[config.mk]
export PLATFORM = sky130hd
export DESIGN_NAME = regfile_wb
export DESIGN_NICKNAME = d
export VERILOG_FILES = /design/src/rtl/regfile_wb.sv
export SDC_FILE = /design/constraint.sdc
export NUM_CORES = 2
export LEC_CHECK = 0
export BUFFER_PORTS_ARGS = -buffer_cell sky130_fd_sc_hd__clkbuf_2
export CELL_PAD_IN_SITES_DETAIL_PLACEMENT = 0
export CELL_PAD_IN_SITES_GLOBAL_PLACEMENT = 2
export CORE_UTILIZATION = 31
export DETAILED_ROUTE_END_ITERATION = 16
export GPL_TIMING_DRIVEN = 0
export HOLD_SLACK_MARGIN = 0.02
export MAX_ROUTING_LAYER = met4
export PLACE_DENSITY_LB_ADDON = 0.1
export SKIP_LAST_GASP = 1
export SYNTH_ARGS = -nofsm -noshare
export SYNTH_HDL_FRONTEND = slang
export SYNTH_SLANG_ARGS = --single-unit
[constraint.sdc]
create_clock -name clk -period 104.1 [get_ports clk]
set_input_delay 15.615 -clock clk [delete_from_list [all_inputs] [get_ports clk]]
set_output_delay 15.615 -clock clk [all_outputs]
set_load 0.01 [all_outputs]
[src/rtl/regfile_wb.sv]
// regfile_wb
//   32 x DATA_W register file with two combinational read ports, same-cycle
//   write bypass, and a per-register pending scoreboard that flags a stall
//   when a source register still awaits its writeback.
//
// Ports
//   clk           : system clock, all state updates on the rising edge
//   reset         : asynchronous active-high; clears registers, scoreboard, count
//   rs_addr       : read port A index
//   rt_addr       : read port B index
//   rs_data       : read port A data (combinational, bypasses a same-cycle write)
//   rt_data       : read port B data (combinational, bypasses a same-cycle write)
//   wr_addr       : writeback destination index (from the rt/rd select mux)
//   wr_data       : writeback data
//   wr_en         : commit wr_data to wr_addr at the next edge
//   issue_valid   : an instruction claims a destination this cycle
//   issue_addr    : destination being claimed
//   stall         : a read source is pending and not bypassed this cycle
//   pending_count : registered population count of the pending bits (0..31)
module regfile_wb #(
   parameter int DATA_W = 32
) (
   input  logic              clk,
   input  logic              reset,
   input  logic [4:0]        rs_addr,
   input  logic [4:0]        rt_addr,
   output logic [DATA_W-1:0] rs_data,
   output logic [DATA_W-1:0] rt_data,
   input  logic [4:0]        wr_addr,
   input  logic [DATA_W-1:0] wr_data,
   input  logic              wr_en,
   input  logic              issue_valid,
   input  logic [4:0]        issue_addr,
   output logic              stall,
   output logic [5:0]        pending_count
);

   logic [DATA_W-1:0] mem_q [32];
   logic [DATA_W-1:0] mem_d [32];
   logic [31:0]       pend_q;
   logic [31:0]       pend_d;
   logic [5:0]        count_q;
   logic [5:0]        count_d;

   logic wr_live;
   logic issue_live;
   logic cnt_inc;
   logic cnt_dec;

   assign wr_live    = wr_en && (wr_addr != 5'd0);
   assign issue_live = issue_valid && (issue_addr != 5'd0);

   // Read port value: r0 is hard zero, a write in flight to the same index
   // is forwarded so the reader never sees the stale entry.
   function automatic logic [DATA_W-1:0] read_port(
      input logic [4:0]        addr,
      input logic [DATA_W-1:0] stored,
      input logic              we,
      input logic [4:0]        waddr,
      input logic [DATA_W-1:0] wdata
   );
      if (addr == 5'd0) begin
         return '0;
      end else if (we && (waddr == addr)) begin
         return wdata;
      end else begin
         return stored;
      end
   endfunction

   // A pending source stalls unless its writeback is arriving this cycle.
   function automatic logic src_blocked(
      input logic [4:0] addr,
      input logic       pend_bit,
      input logic       we,
      input logic [4:0] waddr
   );
      return pend_bit && !(we && (waddr == addr));
   endfunction

   assign rs_data = read_port(rs_addr, mem_q[rs_addr], wr_en, wr_addr, wr_data);
   assign rt_data = read_port(rt_addr, mem_q[rt_addr], wr_en, wr_addr, wr_data);

   assign stall = src_blocked(rs_addr, pend_q[rs_addr], wr_en, wr_addr) ||
                  src_blocked(rt_addr, pend_q[rt_addr], wr_en, wr_addr);

   assign pending_count = count_q;

   always_comb begin
      mem_d = mem_q;
      if (wr_live) begin
         mem_d[wr_addr] = wr_data;
      end
   end

   // Clear first, then set, so a claim on the same index as the retiring
   // write keeps the register pending.
   always_comb begin
      pend_d = pend_q;
      if (wr_live) begin
         pend_d[wr_addr] = 1'b0;
      end
      if (issue_live) begin
         pend_d[issue_addr] = 1'b1;
      end
      pend_d[0] = 1'b0;
   end

   // Incremental popcount: at most one bit rises and one bit falls per edge.
   always_comb begin
      cnt_inc = issue_live && !pend_q[issue_addr];
      cnt_dec = wr_live && pend_q[wr_addr] &&
                !(issue_live && (issue_addr == wr_addr));
      count_d = count_q + {5'd0, cnt_inc} - {5'd0, cnt_dec};
   end

   always_ff @(posedge clk or posedge reset) begin
      if (reset) begin
         for (int i = 0; i < 32; i++) begin
            mem_q[i] <= '0;
         end
         pend_q  <= '0;
         count_q <= '0;
      end else begin
         for (int i = 1; i < 32; i++) begin
            mem_q[i] <= mem_d[i];
         end
         mem_q[0] <= '0;
         pend_q   <= pend_d;
         count_q  <= count_d;
      end
   end

endmodule

* Yosys cells after proc, flatten, opt, wreduce, memory -nomap -nowiden *
Cells that the tools add are included.
Widths: inputs -> output; s select.

operators by class
  add/subtract/negate cells = 2
  $lt $le $gt $ge = 10
  equal/unequal tests = 3
  muxes and demuxes = 27
  bitwise gates (word level) = 6
  reductions and logical operators = 22

operators by type and width
  cell                number
  $bwmux 1024         1
  $mux 32             11
  $bmux 32 s5         2
  $demux 32 s5        1
  $and 32x32->32      1
  $not 32->32         1
  $or 32x32->32       1
  $lt 5x6->1 const B  4
  $bmux 1 s5          4
  $ge 6x6->1 const B  3
  $not 5->6           3
  $eq 5x5->1          3
  $logic_and 1x1->1   13
  $demux 1 s5         2
  $ge 5x1->1 const B  2
  $logic_not 5->1     2
  $reduce_bool 5->1   2
  $add 6x1->6         1
  $lt 6x1->1 const B  1
  $mux 1              6
  $sub 6x1->6         1
  $logic_not 1->1     4
  $logic_or 1x1->1    1

word-level totals
  register bits = 1029
  input bits = 56
  output and inout port bits = 71
  word-level logic and storage cells = 103

* Longest topological paths before layout *
  word-level depth = 9
  gate-level depth with buffers = 15
  depth with buffers taken out = 13

* Worst setup path before layout *
No wires, ideal clock.

  kind = input to output
  from = input rs_addr[0]
  to = output rs_data[13]
  arrival time = 17.200 ns
  path slack = 71.285 ns
  cell stages on the path = 8
  path buffers = 3
  cells stage by stage = buf_2 buf_4 buf_2 mux4_2 mux2i_1 o22ai_1 a31oi_1 a21oi_1

between the ends
  word-level cells in the longest chain between the ends = 6

RTL lines
  item                                         line  source
  from (decl)                                  25    input logic [4:0] rs_addr,
  $not 5->6 (implied by the code)              81    assign rs_data = read_port(rs_addr, mem_q[rs_addr], wr_en, wr_addr, wr_data);
  $bmux 32 s5                                  81
  $mux 32 (implied by the code) (2 in series)  81
  $mux 32                                      64    end else if (we && (waddr == addr)) begin
  $mux 32 *                                    62    if (addr == 5'd0) begin
  to (decl)                                    27    output logic [DATA_W-1:0] rs_data,

Every way passes the cells marked *; elsewhere a longest branch is shown, timed or not. The select of a mux whose other input is x is not followed.

* Worst setup path in the final report *
  from = input rs_addr[3]
  to = output rs_data[26]

The elaborated chain is that of the path after synthesis.

==> flow_summary.toml <==
[status]
status = "finished clean"

[final_layout]
drive_gt1_share_pct = 49.7
n_fill_cell = 17600
layout.nets = 4265
fin_area_um2 = 64600
area_delta_synth_final_pct = 14.3
final_util_pct = 35.7

[floorplanning]
core_um2 = 181000
design.die.area_um2 = 184000
die_w_um = 429
start_util_pct = 31.2
io_pins = 127
die_h_um = 429
fp-row-count = 156

[yosys]
synthDominantCellAreaShare_pct = 45.6
syn_area_um2 = 56500
yosys_register_bits = 1029
syn_nets = 4005
yosys.cell_types.count = 59
yosys-top-cells-area = "dfrtp_1 (46%), mux2_2 (22%), mux4_2 (19%), mux2i_1 (1.7%), buf_2 (1.6%)"
synth.largest_area_cell = "dfrtp_1"
syn_inst = 3942
synth_edf_count = 0
yosysSeqAreaShare_pct = 45.6
ys.warnings.count = 0
ys.flop_type = "dfrtp_1"
synthArstFlopShare_pct = 100
syn_area_per_cell_um2 = 14.3

[setup_path]
worstSetupPathType = "primary input to primary output"
worstPathArrival_ns = 19.99
path_max_fanout = 10
crit_end = "rs_data[26]"
critPathLaunchType = "primary input"
startpoint = "rs_addr[3]"
cp.required_ns = 88.49
reg2reg_from = "pend_q[30]"
worstSetupEndpointType = "primary output"
rr_worst_depth = 12
reg2reg_slack_ns = 100.84
reg2reg_to = "pending_count[4]"

[power]
vdd_drop_max_v = 0.0000184
seqPwrFrac_pct = 41.6
power.density_nw_per_um2 = 20.1
p_switching_uw = 394
p_leak_uw = 0.0276
clkPwrFrac_pct = 35.5
power_frac_comb_pct = 22.9
switching_share_pct = 30.3
p_int_uw = 904

[route]
routed_wl_mm = 264
postRouteAntennaNets = 0
dr.pass1.iters = 5
wl_per_cell_um = 39.6
vias = 39000
drtIter0Drc = 3714
via_per_inst = 5.83
drc = 0

[placed_design]
placement.io_buffers = 115
dpl_cell_area_um2 = 60300
dp.final_hpwl_mm = 196
gp_congestion = 0.900

[clocking]
clk_pin_slew_ns = 0.05
cts_buffer_depth = 3
hold_buffers = 0
post_cts_buffers = 0
clk_latency_ns = 0.79
htreeDepth = 4
cts_tree = "yes"
numCtsBuffers = 134
cts.sinks = 1029
cts_root_buf = "clkbuf_16"
ctsResizeCount = 0

[global_routing]
grt_pass1_vias = 39300
antenna_found_initial = 24
grt_max_degree = 116
grt_first_pass_wirelength_mm = 359
overflow = 0
grt_usage_pct = 29.6

[timing]
fmax_ghz = 0.0281
finalSetupViolCount = 0
period_needed_ns = 35.60
hold_viol_final = 0
rsz0062_at_grt = "false"
period_share_pct = 34.2
max_slew.worst_pin.slew_ns = 1.46
fin_setup_tns_ns = 0
relSlewSlack_pct = 2.54
slew_viol_final = 0
finClkSkew_ns = 0.00862

[min_path]
hold_depth = 1
hp-class = "flip-flop to flip-flop"

[run]
cap_viol_max_count = 0
-- power groups by stage --
stage | Sequential [uW] | Combinational [uW] | Clock, uW
after floorplan | 526 | 207 | 0
after global placement | 544 | 292 | 0
after detailed placement | 545 | 296 | 0
after CTS | 538 | 297 | 470
after global routing | 551 | 315 | 485
final | 540 | 298 | 460
-- sequential cells by signal (all words and copies together) (netlist names) --
register	count
pend_q	31
mem_q	992
pending_count	6
-- synthesized netlist by cell type (7+ instances only) --
cell	count
a211oi_1	31
a21oi_1	71
a221oi_1	52
a22o_1	14
a22oi_1	77
a31oi_1	25
buf_1	7
buf_2	181
buf_4	43
buf_6	16
clkbuf_1	183
dfrtp_1	1029
inv_1	23
mux2_2	1089
mux2i_1	94
mux4_2	469
nand2_1	115
nand2b_1	9
nand3_1	9
nor2_1	104
nor2b_1	14
nor3_1	67
nor4_1	9
o21ai_0	47
o21ai_1	11
o22ai_1	41
or3_1	12
xnor2_1	8
xor2_1	12
-- worst min path at each step --
stage | end | slack [ns] | start
CTS | mem_q[823] | 0.52 | mem_q[823]
finish | mem_q[67] | 0.52 | mem_q[67]
global route | mem_q[573] | 0.53 | mem_q[573]
floorplan | mem_q[926] | 0.49 | mem_q[926]
detailed placement | mem_q[823] | 0.51 | mem_q[823]
global placement | mem_q[469] | 0.50 | mem_q[469]
-- worst max-delay path, cell delays in order --
cell      delay, ns
clkbuf_1       0.93
clkbuf_1       1.14
nand2_1        0.21
clkbuf_1       0.45
o22ai_1        0.58
a31oi_1        0.11
a21oi_1        0.63
clkbuf_2       0.26
-- cell usage in the layout, fill, tap and decap left out, types with 67 or more instances in the layout --
| cell type | instances |
|---|---|
| clkbuf_1 | 215 |
| a22oi_1 | 77 |
| nand2_1 | 115 |
| mux2_2 | 1089 |
| clkbuf_16 | 137 |
| mux4_2 | 469 |
| mux2i_1 | 94 |
| nor3_1 | 67 |
| a21oi_1 | 71 |
| clkbuf_2 | 118 |
| buf_2 | 181 |
| dfrtp_1 | 1029 |
| nor2_1 | 104 |
-- kinds of logic after synthesis --
| kind of cell | after synthesis | share of synthesized area (%) |
|---|---|---|
| muxes | 1652 | 42.1 |
| DFF | 1029 | 45.6 |
| buffers and inverters | 453 | 3.91 |
| AOI/OAI and AO/OA | 402 | 4.84 |
| and+or+nand+nor | 379 | 3.15 |
| xor gates and xnor gates | 20 | 0.310 |
| adders and majority gates | 7 | 0.168 |
-- layout make-up --
class,instances,area (um2),area share [%]
Multi-Input combinational cell,2460,28600,44.2
Sequential cell,1029,25700,39.9
Clock buffer,206,4030,6.24
Tap cell,2370,2970,4.59
Buffer,430,2130,3.29
Timing Repair Buffer,124,823,1.27
Clock inverter,25,206,0.320
Inverter,23,93.8,0.145
Antenna cell,17,42.5,0.0659
-- per-stage QoR --
step                      hold WS [ns]  worst slack (ns)  std cells  power (uW)
final                            0.521             68.50       6684        1300
after global routing             0.531             68.63       6669        1350
after CTS                        0.520             68.52       6667        1300
after detailed placement         0.508             68.54       6436         841
after global placement           0.501             43.99       6427         836
after floorplan                  0.491             59.53       3942         733
-- routing by layer --
| layer | wire length, um | GRT usage, % | vias up |
|---|---|---|---|
| li1 | - | - | 15700 |
| met1 | 120000 | 41.0 | 21600 |
| met2 | 122000 | 44.8 | 1264 |
| met3 | 13900 | 4.20 | 339 |
| met4 | 8700 | 9.20 | 0 |
| met5 | 0 | - | - |
Power figures use the tool's default switching activity.
